$ cat config.mk
export PLATFORM = sky130hd
export DESIGN_NAME = snake_motion_unit_flat
export DESIGN_NICKNAME = d
export VERILOG_FILES = /design/src/rtl/snake_pkg.sv /design/src/rtl/snake_motion_unit_if.sv /design/src/rtl/snake_dir_filter.sv /design/src/rtl/snake_motion_unit.sv /design/src/flat_wrapper.sv
export SDC_FILE = /design/constraint.sdc
export NUM_CORES = 1
export LEC_CHECK = 0
export CAP_MARGIN = 0
export CORE_UTILIZATION = 45
export CTS_CLUSTER_SIZE = 20
export DETAILED_ROUTE_END_ITERATION = 12
export GPL_TIMING_DRIVEN = 0
export HOLD_SLACK_MARGIN = 0.12
export PLACE_DENSITY_LB_ADDON = 0.1
export SLEW_MARGIN = 15
export SYNTH_ARGS = -nofsm -noshare
export SYNTH_HDL_FRONTEND = slang
export SYNTH_SLANG_ARGS = --single-unit
$ cat constraint.sdc
create_clock -name iVGA_CLK -period 7.5 [get_ports iVGA_CLK]
set_input_delay 1.125 -clock iVGA_CLK [delete_from_list [all_inputs] [get_ports iVGA_CLK]]
set_output_delay 1.125 -clock iVGA_CLK [all_outputs]
set_load 0.02 [all_outputs]
$ cat src/rtl/snake_pkg.sv
// snake_pkg: constants, encodings and helpers shared by the snake motion
// unit, its direction filter and the VGA renderer.
//   BOARD_W/BOARD_H : board size in cells (cell = 40*row + col)
//   POS_W           : width of one cell index
//   SEG_NONE        : off-board sentinel for unused body segments
//   MAX_SEGS        : number of segment slots on the body bus
//   dir_e           : direction encodings
//   game_state_e    : unit state, encoded to match the renderer stage field
package snake_pkg;
    localparam int BOARD_W  = 40;
    localparam int BOARD_H  = 40;
    localparam int POS_W    = 11;
    localparam int MAX_SEGS = 10;
    localparam int BODY_W   = MAX_SEGS * POS_W;
    localparam logic [POS_W-1:0] SEG_NONE = 11'h7FF;

    typedef logic [POS_W-1:0] pos_t;

    typedef enum logic [1:0] {
        DIR_UP    = 2'd0,
        DIR_DOWN  = 2'd1,
        DIR_LEFT  = 2'd2,
        DIR_RIGHT = 2'd3
    } dir_e;

    typedef enum logic [1:0] {
        ST_IDLE = 2'd0,  // title
        ST_RUN  = 2'd2,  // play
        ST_DEAD = 2'd3   // over
    } game_state_e;

    // Opposite directions differ only in bit 0 (up/down, left/right).
    function automatic dir_e reverse_of(input dir_e d);
        return dir_e'(d ^ 2'b01);
    endfunction

    // Start-of-game body: a straight line trailing left of the head.
    function automatic logic [BODY_W-1:0] init_body(input int start_pos, input int init_len);
        logic [BODY_W-1:0] b;
        for (int i = 0; i < MAX_SEGS; i++) begin
            b[i*POS_W +: POS_W] = (i < init_len) ? POS_W'(start_pos - 1 - i) : SEG_NONE;
        end
        return b;
    endfunction
endpackage

$ cat src/rtl/snake_motion_unit_if.sv
// snake_motion_unit_if: game-controller side bus of one snake motion unit.
//   master (controller): drives start, up/down/left/right, apple_pos;
//                        receives head_pos, body_pos, length, ate, dead, running
//   slave  (unit)      : the reverse
interface snake_motion_unit_if;
    import snake_pkg::*;

    logic              start;
    logic              up;
    logic              down;
    logic              left;
    logic              right;
    pos_t              apple_pos;
    pos_t              head_pos;
    logic [BODY_W-1:0] body_pos;
    logic [3:0]        length;
    logic              ate;
    logic              dead;
    logic              running;

    modport master (
        output start, up, down, left, right, apple_pos,
        input  head_pos, body_pos, length, ate, dead, running
    );

    modport slave (
        input  start, up, down, left, right, apple_pos,
        output head_pos, body_pos, length, ate, dead, running
    );
endinterface

$ cat src/rtl/snake_dir_filter.sv
// snake_dir_filter: turns level direction buttons into the direction used by
// the next game step.
//   clk, rst_n           : clock, async active-low reset
//   load                 : restart a game (pending = committed = right)
//   step                 : game-step strobe; pending is committed
//   up, down, left, right: level buttons, priority up > down > left > right
//   dir_next             : pending direction, i.e. what the coming step uses
module snake_dir_filter
    import snake_pkg::*;
(
    input  logic clk,
    input  logic rst_n,
    input  logic load,
    input  logic step,
    input  logic up,
    input  logic down,
    input  logic left,
    input  logic right,
    output dir_e dir_next
);
    dir_e pending_q, pending_d;
    dir_e committed_q, committed_d;
    dir_e sel;
    logic sel_valid;

    always_comb begin
        // NOTE: every variable gets a default first so no path infers a latch.
        pending_d   = pending_q;
        committed_d = committed_q;
        sel_valid   = up | down | left | right;
        if (up)        sel = DIR_UP;
        else if (down) sel = DIR_DOWN;
        else if (left) sel = DIR_LEFT;
        else           sel = DIR_RIGHT;

        if (load) begin
            pending_d   = DIR_RIGHT;
            committed_d = DIR_RIGHT;
        end else begin
            // Reversal is judged against the direction actually being moved in.
            if (sel_valid && (sel != reverse_of(committed_q))) pending_d = sel;
            if (step) committed_d = pending_q;
        end
    end

    // NOTE: non-blocking assignments so every flop samples pre-edge values.
    always_ff @(posedge clk or negedge rst_n) begin
        if (!rst_n) begin
            pending_q   <= DIR_RIGHT;
            committed_q <= DIR_RIGHT;
        end else begin
            pending_q   <= pending_d;
            committed_q <= committed_d;
        end
    end

    assign dir_next = pending_q;
endmodule

$ cat src/rtl/snake_motion_unit.sv
// snake_motion_unit: one snake's game state. Steps the head one cell every
// TICK_DIV cycles while running, shifts the body, grows on an apple and
// detects wall / self collisions.
//   iVGA_CLK : clock, all state on its rising edge
//   iRST_n   : async active-low reset
//   bus      : slave side of snake_motion_unit_if (start, buttons, apple_pos in;
//              head_pos, body_pos, length, ate, dead, running out, all registered)
module snake_motion_unit
    import snake_pkg::*;
#(
    parameter int TICK_DIV  = 2500000,
    parameter int START_POS = 820,
    parameter int INIT_LEN  = 2,
    parameter int MAX_LEN   = 10
) (
    input logic               iVGA_CLK,
    input logic               iRST_n,
    snake_motion_unit_if.slave bus
);
    localparam int                TW         = (TICK_DIV > 1) ? $clog2(TICK_DIV) : 1;
    localparam logic [TW-1:0]     TICK_LAST  = TW'(TICK_DIV - 1);
    localparam logic [5:0]        START_ROW  = 6'(START_POS / BOARD_W);
    localparam logic [5:0]        START_COL  = 6'(START_POS % BOARD_W);
    localparam logic [BODY_W-1:0] BODY_INIT  = init_body(START_POS, INIT_LEN);
    localparam logic [3:0]        LEN_INIT   = 4'(INIT_LEN);
    localparam logic [3:0]        LEN_MAX    = 4'(MAX_LEN);

    game_state_e       state_q, state_d;
    pos_t              head_q, head_d;
    logic [5:0]        row_q, row_d, col_q, col_d;
    logic [BODY_W-1:0] body_q, body_d;
    logic [3:0]        len_q, len_d;
    logic [TW-1:0]     tick_q, tick_d;
    logic              ate_q, ate_d, dead_q, dead_d, running_q, running_d;

    logic              step, load, wall, hit, grow, self_hit;
    pos_t              next_head;
    logic [5:0]        next_row, next_col;
    logic [3:0]        new_len;
    logic [BODY_W-1:0] moved_body;
    dir_e              dir;

    assign step = (state_q == ST_RUN) && (tick_q == TICK_LAST);
    assign load = (state_q == ST_DEAD) && bus.start;

    snake_dir_filter u_dir (
        .clk      (iVGA_CLK),
        .rst_n    (iRST_n),
        .load     (load),
        .step     (step),
        .up       (bus.up),
        .down     (bus.down),
        .left     (bus.left),
        .right    (bus.right),
        .dir_next (dir)
    );

    // Candidate move; row/col are tracked alongside the cell index so no divider is needed.
    always_comb begin
        next_head = head_q;
        next_row  = row_q;
        next_col  = col_q;
        wall      = 1'b0;
        unique case (dir)
            DIR_UP: begin
                wall = (row_q == 6'd0);
                next_head = head_q - POS_W'(BOARD_W);
                next_row  = row_q - 6'd1;
            end
            DIR_DOWN: begin
                wall = (row_q == 6'(BOARD_H - 1));
                next_head = head_q + POS_W'(BOARD_W);
                next_row  = row_q + 6'd1;
            end
            DIR_LEFT: begin
                wall = (col_q == 6'd0);
                next_head = head_q - POS_W'(1);
                next_col  = col_q - 6'd1;
            end
            DIR_RIGHT: begin
                wall = (col_q == 6'(BOARD_W - 1));
                next_head = head_q + POS_W'(1);
                next_col  = col_q + 6'd1;
            end
        endcase

        hit     = (next_head == bus.apple_pos);
        grow    = hit && (len_q < LEN_MAX);
        new_len = grow ? len_q + 4'd1 : len_q;

        // The tail cell is free unless the snake grows this step.
        self_hit = 1'b0;
        for (int i = 0; i < MAX_SEGS; i++) begin
            if ((4'(i) < len_q) && (grow || (4'(i + 1) != len_q)) &&
                (body_q[i*POS_W +: POS_W] == next_head)) begin
                self_hit = 1'b1;
            end
        end

        moved_body = {body_q[BODY_W-POS_W-1:0], head_q};
        for (int i = 0; i < MAX_SEGS; i++) begin
            if (4'(i) >= new_len) moved_body[i*POS_W +: POS_W] = SEG_NONE;
        end
    end

    always_comb begin
        state_d = state_q;
        head_d  = head_q;
        row_d   = row_q;
        col_d   = col_q;
        body_d  = body_q;
        len_d   = len_q;
        tick_d  = '0;
        ate_d   = 1'b0;
        case (state_q)
            ST_IDLE: if (bus.start) state_d = ST_RUN;
            ST_RUN: begin
                tick_d = step ? '0 : tick_q + TW'(1);
                if (step) begin
                    if (wall || self_hit) begin
                        state_d = ST_DEAD;
                    end else begin
                        head_d = next_head;
                        row_d  = next_row;
                        col_d  = next_col;
                        body_d = moved_body;
                        len_d  = new_len;
                        ate_d  = hit;
                    end
                end
            end
            ST_DEAD: begin
                if (bus.start) begin
                    state_d = ST_RUN;
                    head_d  = POS_W'(START_POS);
                    row_d   = START_ROW;
                    col_d   = START_COL;
                    body_d  = BODY_INIT;
                    len_d   = LEN_INIT;
                end
            end
            default: state_d = ST_IDLE;
        endcase
        dead_d    = (state_d == ST_DEAD);
        running_d = (state_d == ST_RUN);
    end

    always_ff @(posedge iVGA_CLK or negedge iRST_n) begin
        if (!iRST_n) begin
            state_q   <= ST_IDLE;
            head_q    <= POS_W'(START_POS);
            row_q     <= START_ROW;
            col_q     <= START_COL;
            // NOTE: the body is a flop array, not a RAM, so it can and must take a reset value.
            body_q    <= BODY_INIT;
            len_q     <= LEN_INIT;
            tick_q    <= '0;
            ate_q     <= 1'b0;
            dead_q    <= 1'b0;
            running_q <= 1'b0;
        end else begin
            state_q   <= state_d;
            head_q    <= head_d;
            row_q     <= row_d;
            col_q     <= col_d;
            body_q    <= body_d;
            len_q     <= len_d;
            tick_q    <= tick_d;
            ate_q     <= ate_d;
            dead_q    <= dead_d;
            running_q <= running_d;
        end
    end

    assign bus.head_pos = head_q;
    assign bus.body_pos = body_q;
    assign bus.length   = len_q;
    assign bus.ate      = ate_q;
    assign bus.dead     = dead_q;
    assign bus.running  = running_q;
endmodule
$ cat src/flat_wrapper.sv
// flat-port wrapper written by rule: the top's interface ports become plain ports
module snake_motion_unit_flat import snake_pkg::*;
#(
    parameter int TICK_DIV  = 2500000,
    parameter int START_POS = 820,
    parameter int INIT_LEN  = 2,
    parameter int MAX_LEN   = 10
)
  (iVGA_CLK, iRST_n, bus_start, bus_up, bus_down, bus_left, bus_right, bus_apple_pos, bus_head_pos, bus_body_pos, bus_length, bus_ate, bus_dead, bus_running);
  snake_motion_unit_if bus_i ();
  input logic iVGA_CLK;
  input logic iRST_n;
  input wire logic [$bits(bus_i.start)-1:0] bus_start;
  input wire logic [$bits(bus_i.up)-1:0] bus_up;
  input wire logic [$bits(bus_i.down)-1:0] bus_down;
  input wire logic [$bits(bus_i.left)-1:0] bus_left;
  input wire logic [$bits(bus_i.right)-1:0] bus_right;
  input wire logic [$bits(bus_i.apple_pos)-1:0] bus_apple_pos;
  output wire logic [$bits(bus_i.head_pos)-1:0] bus_head_pos;
  output wire logic [$bits(bus_i.body_pos)-1:0] bus_body_pos;
  output wire logic [$bits(bus_i.length)-1:0] bus_length;
  output wire logic [$bits(bus_i.ate)-1:0] bus_ate;
  output wire logic [$bits(bus_i.dead)-1:0] bus_dead;
  output wire logic [$bits(bus_i.running)-1:0] bus_running;
  assign bus_i.start = bus_start;
  assign bus_i.up = bus_up;
  assign bus_i.down = bus_down;
  assign bus_i.left = bus_left;
  assign bus_i.right = bus_right;
  assign bus_i.apple_pos = bus_apple_pos;
  assign bus_head_pos = bus_i.head_pos;
  assign bus_body_pos = bus_i.body_pos;
  assign bus_length = bus_i.length;
  assign bus_ate = bus_i.ate;
  assign bus_dead = bus_i.dead;
  assign bus_running = bus_i.running;
  snake_motion_unit #(.TICK_DIV(TICK_DIV), .START_POS(START_POS), .INIT_LEN(INIT_LEN), .MAX_LEN(MAX_LEN)) u_core (.iVGA_CLK(iVGA_CLK), .iRST_n(iRST_n), .bus(bus_i));
endmodule
[Word-level counts from Yosys, hierarchy flattened]
Index checks and enable logic that the tools add are counted.
Word-level totals
  register bits after elaboration: 168
Operators by class
  equality and inequality tests: 37
  bitwise logic cells: 4
  reduce and logical (&&, ||, !) cells: 46
  $add $sub $neg: 10
  mux-type cells: 60
  order comparisons: 21
Operators by type and width (number)
  110-bit 2-to-1 mux: 3
  110-bit case mux with 2 select lines: 1
  11-bit 2-to-1 mux: 13
  11-bit == test: 11
  6-bit case mux with 2 select lines: 4
  22-bit 2-to-1 mux: 2
  11-bit case mux with 4 select lines: 1
  6-bit 2-to-1 mux: 5
  1-bit logical AND: 24
  22-bit by 1-bit adder with 22-bit output, second input constant: 1
  22-bit == test, second input constant: 1
  11-bit case mux with 2 select lines: 1
  2-bit 2-to-1 mux: 9
  3-bit by 4-bit greater-or-equal comparator with 1-bit output, first input constant: 4
  3-bit by 4-bit < comparator with 1-bit output, first input constant: 4
  4-bit 2-to-1 mux: 4
  3-bit by 4-bit inequality test with 1-bit output, first input constant: 4
  1-bit 2-to-1 mux: 14
  6-bit by 1-bit adder with 6-bit output, second input constant: 2
  2-bit == test, second input constant: 6
  6-bit == test, second input constant: 2
  6-bit zero test: 2
  4-bit inequality test, first input constant: 3
  6-bit by 1-bit subtractor with 6-bit output, second input constant: 2
  other kinds (30): 55

[Longest topological paths before layout]
  depth after elaboration: 22
  mapped depth: 26
  depth with buffers taken out: 16

[By module]
From an unflattened synthesis, not the netlist that was laid out.
Unflattened totals
  cells, all modules: 1367
  area total of the unflattened synthesis: 12384.4 um^2
By module, submodules not included
  snake_motion_unit: instances 1, area an instance 12141.6 um^2, cells an instance 1343, seq. area each 4240.3 um^2
  snake_dir_filter: instances 1, area an instance 242.7 um^2, cells an instance 24, seq. area each 105.1 um^2

[Worst setup path after synthesis]
OpenSTA, ideal clock, no wires.
  path kind: reg-to-reg
  start point: register u_core.u_dir.pending_q[1], in the netlist u_core.u_dir.dir_next[1]
  end point: register u_core.body_q[102], in the netlist u_core.bus.body_pos[102]
  stages on the path, launching flop included: 25
  data arrival time: 5.606 ns
  required time: 7.425 ns
  path slack: 1.820 ns
  period minus slack after synthesis: 5.680 ns
  library setup time: 0.075 ns
  path buffers: 11
  path through: dfstp_2 buf_4 buf_4 buf_6 buf_4 buf_2 buf_2 buf_1 nand2_1 fa_1 clkbuf_1 mux2i_4 xnor2_1 a211o_1 a2111o_1 a2111oi_0 o2111ai_1 o31ai_1 a22oi_1 and3_4 a21o_1 buf_6 buf_6 buf_6 a31oi_4
On the way
  cells in the longest elaborated chain, start to end: 20
Ends and longest elaborated chain
  start: declaration: line snake_dir_filter.sv:21  | dir_e pending_q, pending_d;
  start signal: assignment: line snake_dir_filter.sv:52  | pending_q <= pending_d;
  2-bit == test, or another cell as far along: line snake_motion_unit.sv:64  | unique case (dir)
  11-bit case mux with 4 select lines: line snake_motion_unit.sv:64
  11-bit == test: line snake_motion_unit.sv:87  | hit = (next_head == bus.apple_pos);
  1-bit logical AND: line snake_motion_unit.sv:88  | grow = hit && (len_q < LEN_MAX);
  1-bit logical OR: line snake_motion_unit.sv:94  | if ((4'(i) < len_q) && (grow || (4'(i + 1) != len_q)) &&
  1-bit logical AND (2 in a row): line snake_motion_unit.sv:94
  1-bit 2-to-1 mux (10 in a row): line snake_motion_unit.sv:94
  1-bit logical OR: line snake_motion_unit.sv:120  | if (wall || self_hit) begin
  2-bit inequality test (no line)
  4-bit AND reduction (no line)
  end signal: assignment: line snake_motion_unit.sv:166  | body_q <= body_d;
  end: declaration: line snake_motion_unit.sv:31  | logic [BODY_W-1:0] body_q, body_d;
Several ways; a longest one is shown, not always the timed one. The select of a mux whose other input is x is not followed.
A chain may end at the register's enable or synchronous reset.

[Worst setup path in the final report]
  start point: register u_core.u_dir.pending_q[1], in the netlist u_core.u_dir.dir_next[1]
  end point: register u_core.head_q[0], in the netlist u_core.bus.head_pos[0]
On the way
  cells in the longest elaborated chain, start to end: 20
Ends and longest elaborated chain
  2-bit == test, or another cell as far along: line snake_motion_unit.sv:64
  11-bit case mux with 4 select lines: line snake_motion_unit.sv:64
  11-bit == test: line snake_motion_unit.sv:87
  1-bit logical AND: line snake_motion_unit.sv:88
  1-bit logical OR: line snake_motion_unit.sv:94
  1-bit logical AND (2 in a row): line snake_motion_unit.sv:94
  1-bit 2-to-1 mux (10 in a row): line snake_motion_unit.sv:94
  1-bit logical OR: line snake_motion_unit.sv:120
  2-bit inequality test (no line)
  4-bit AND reduction (no line)
  end signal: assignment: line snake_motion_unit.sv:151  | head_q <= POS_W'(START_POS);
  end: declaration: line snake_motion_unit.sv:29  | pos_t head_q, head_d;
Several ways; a longest one is shown, not always the timed one. The select of a mux whose other input is x is not followed.

==> results by group <==
Route
  – DR vias: around 12000
  – WL met1: approximately 22000 µm
  – Final WL: between 50000 and 60000 µm
  – Drt pass-1 iters: 6
  – Antenna-violating nets left: 0
  – Routed wl met2: 21900 µm
  – WL per Instance: 25.8 µm
  – DRT iter0 DRCs: roughly 1300
  – Uppermost routed layer: met4
  – DRC Markers: 0
  – Vias/cell: 6.14
  – Met3 Wirelength: around 5000 µm

STA
  – TNS Setup: 0 ns
  – Worst Max-Slew Pin Slew: ~1.2 ns
  – Fmax: about 140 MHz
  – Fin crit period: between 7 and 8 ns
  – Max_slew headroom: between 20% and 30%
  – Final Max Slew Viols: 0
  – Hold Vio Cnt, Final: 0
  – Setup violators final: 0
  – Worst clock skew: approximately 0.019 ns
  – Fin crit share: 98.7%
  – RSZ-0062 raised after global routing: false

Setup path
  – Slowest-stage cell, CP: dfstp_2
  – Critical Path Start: u_core.u_dir.dir_next[1]$_DFFE_PN1P_
  – Crit path largest cell delay: between 0.5 and 0.6 ns
  – CP endpoint: u_core.bus.head_pos[0]$_DFFE_PN0P_
  – WS Path Type: flop to flop
  – Worst Path Max Fanout: 11
  – Critical path data arrival time: 7.68 ns
  – CP delay by family, top: buffers and inverters
  – Worst path bufs/invs: 10
  – CP dominant cell by count: buf_4
  – Setup crit end kind: flop
  – Crit path required time: 7.77 ns
  – FF-to-FF path depth: 23
  – Startpoint types: flop
  – R2R setup slack: 0.1 ns
  – Critical-path cell list: buf_4 -> buf_4 -> buf_6 -> inv_1 -> clkbuf_2 -> buf_2 -> nand2_1 -> inv_1 -> fa_1 -> xnor2_2 -> buf_4 -> xnor2_1 -> or4_1 -> a2111oi_0 -> o2111ai_1 -> o41ai_2 -> o211ai_1 -> o2111a_1 -> a21oi_2 -> buf_2 -> buf_4 -> o21ai_1 -> o31ai_1
  – Reg-to-Reg End: u_core.bus.head_pos[0]$_DFFE_PN0P_
  – Critical path depth: 23
  – RR Startpoint: u_core.u_dir.dir_next[1]$_DFFE_PN1P_

Hold path
  – Hold Crit Class: flop to flop

Die
  – Die Footprint: around 0.029 mm²
  – DIE HEIGHT: 169 µm
  – Core Area: approximately 0.027 mm²
  – IO Count: around 150
  – # rows: 60
  – Chip width: around 170 µm
  – Initial Utilization: between 40% and 50%

Power
  – PD cells: between 100 and 150 mW/mm²
  – Tot Pwr: 2.27 mW
  – Pleak: around 6.2 nW
  – Largest vdd supply drop: 0.000156 V

Synth
  – Syn nets: about 1500
  – Async S/R FF share, synth: 100%
  – Syn. warnings: 0
  – Cell count after synthesis: between 1000 and 1500
  – Ys flop type: dfstp_2
  – Flops & latches, synth: roughly 170
  – Seq/Total Area, Yosys: approximately a third
  – Yosys cell types: 95
  – Synth Area per Inst: roughly 9 µm²
  – Synthesized cell area: 0.0126 mm²
  – EDFF count, synth: 0

Place
  – Placed cells: approximately 1900
  – IO Port Bufs: about 150
  – GP Congestion: 1.01
  – Post-DP HPWL: between 30000 and 40000 µm
  – Placed Instance Area: about 0.015 mm²

Cells and area
  – Fill count: approximately 2600
  – Commonest non-fill, non-tap cell in the layout: clkdlybuf4s50_1
  – Most frequent cells in the layout: 144 x clkdlybuf4s50_1, 133 x nor2_1, 117 x xnor2_1
  – Fin cells: between 1500 and 2000
  – P&R area growth vs syn: 21.0%
  – Final #Nets: ~1600
  – Share of cells above drive strength 1: between 10% and 20%
  – Fin area: between 0.015 and 0.02 mm²

Global routing
  – Vias in the first global route: approximately 12000
  – First-pass GRT wire length: roughly 76000 µm
  – Pin count of the biggest net entering global routing: slightly above 100
  – Initial antenna violation count: 0
  – GRT Overall Usage: a little over a third
  – Total gr overflow: 0

Clock network
  – Reg clk slew, reported paths: around 0.07 ns
  – Clock network latency to the later pin of the worst-skew pair: ~0.46 ns
  – Root Buffer: clkbuf_16
  – Num CTS Buffers: 17
  – TritonCTS Sinks: ~170
  – H-tree level count: 4
  – Clock Path Buffers: 2
  – CTS tree: yes

Run status
  – Outcome: finished, final reports clean

Flow run
  – Max Cap Viol: 0
==> synth_stat cells (12+ instances only) <==
cell type,n,area [µm²]
a211oi_1,13,97.6
a21o_1,14,105
a21oi_1,93,465
a31oi_1,55,344
and3_1,12,75.1
buf_2,38,190
clkbuf_1,38,143
dfrtp_1,55,1380
dfstp_2,113,2970
ha_1,30,375
inv_1,101,379
mux2i_1,12,120
nand2_1,80,300
nand3_1,46,230
nand4_1,16,100
nor2_1,133,499
nor3_1,82,410
nor4_1,24,150
o211ai_1,14,105
o21ai_0,33,165
o21ai_1,22,110
o31ai_1,21,158
xnor2_1,118,1030
xor2_1,55,482
==> registers in the layout, indices dropped and copies added (netlist names) <==
register                  flops
u_core.bus.dead               1
u_core.state_q                2
u_core.col_q                  6
u_core.tick_q                22
u_core.row_q                  6
u_core.bus.head_pos          11
u_core.u_dir.dir_next         2
u_core.u_dir.committed_q      2
u_core.bus.ate                1
u_core.bus.body_pos         110
u_core.bus.running            1
u_core.bus.length             4
==> stage by stage <==
stage,setup slack [ns],hold WS (ns),util [%]
after floorplan,1.82,0.455,-
after global placement,-1.61,0.482,53.3
after detailed placement,-1.21,0.485,53.4
after CTS,0.0430,0.497,55.8
after global routing,0.0785,0.507,55.9
final,0.0981,0.494,55.9
==> worst reg2reg max path, cell delays in order (launching register included) <==
cell,delay (ns)
dfstp_2,0.57
buf_4,0.22
buf_4,0.23
buf_6,0.20
inv_1,0.19
clkbuf_2,0.28
buf_2,0.32
nand2_1,0.39
inv_1,0.19
fa_1,0.46
xnor2_2,0.47
buf_4,0.37
xnor2_1,0.18
or4_1,0.49
a2111oi_0,0.53
o2111ai_1,0.35
o41ai_2,0.18
o211ai_1,0.25
o2111a_1,0.27
a21oi_2,0.20
buf_2,0.29
buf_4,0.26
o21ai_1,0.11
o31ai_1,0.23
==> report_power, final <==
| group | internal [mW] | switching (mW) | total, mW |
|---|---|---|---|
| Clock | 0.470 | 0.438 | 0.908 |
| Combinational | 0.162 | 0.286 | 0.448 |
| Sequential | 0.910 | 0.000569 | 0.911 |
| Total | 1.54 | 0.725 | 2.27 |
==> final cells by class <==
type	count	area [µm²]	share of cell area, %
diodes	1	2.50	0.0165
plain buffers	95	500	3.29
clock buffers	20	437	2.87
clock inverters	12	129	0.848
inverters	101	379	2.49
multi-input cells	1055	7420	48.9
flip-flops and latches	168	4350	28.6
well taps	372	465	3.06
repair buffers	150	1510	9.96
==> how the worst min path moves through the flow <==
stage | start | endpoint | cells past startpoint
3_3_place_gp | u_core.tick_q[0]$_DFF_PN0_ | u_core.tick_q[0]$_DFF_PN0_ | 1
6_report | u_core.tick_q[0]$_DFF_PN0_ | u_core.tick_q[0]$_DFF_PN0_ | 1
5_1_grt | u_core.bus.body_pos[86]$_DFFE_PN1P_ | u_core.bus.body_pos[86]$_DFFE_PN1P_ | 2
2_1_floorplan | u_core.tick_q[0]$_DFF_PN0_ | u_core.tick_q[0]$_DFF_PN0_ | 1
3_5_place_dp | u_core.tick_q[0]$_DFF_PN0_ | u_core.tick_q[0]$_DFF_PN0_ | 1
4_1_cts | u_core.tick_q[0]$_DFF_PN0_ | u_core.tick_q[0]$_DFF_PN0_ | 1
==> timing repair <==
item                                   in CTS  in global routing
hold buffers                                0                  0
endpoints found under the hold margin       0                  0
pin swaps                                   2                  0
gates resized for setup                    20                  9
setup endpoints to repair                 141                 85
buffers inserted                            4                  0
==> cell families (layout without fill, tap and decap cells) <==
kind of cell | Yosys count | in the layout | synth area share [%]
compound gates | 367 | 367 | 21.2
flops | 168 | 168 | 34.6
other cells | 0 | 1 | 0
xor+xnor | 188 | 188 | 14.6
buf+inv | 197 | 378 | 6.90
mux | 16 | 16 | 1.49
fa+ha+maj | 34 | 34 | 3.63
simple gates | 450 | 450 | 17.6
==> per-layer routing <==
layer	track usage (%)	vias to the layer above
li1	-	5405
met1	51.6	5955
met2	53.6	661
met3	8.04	101
met4	12.9	0
met5	0	-
Note: power is estimated with default switching activity, not from simulation.
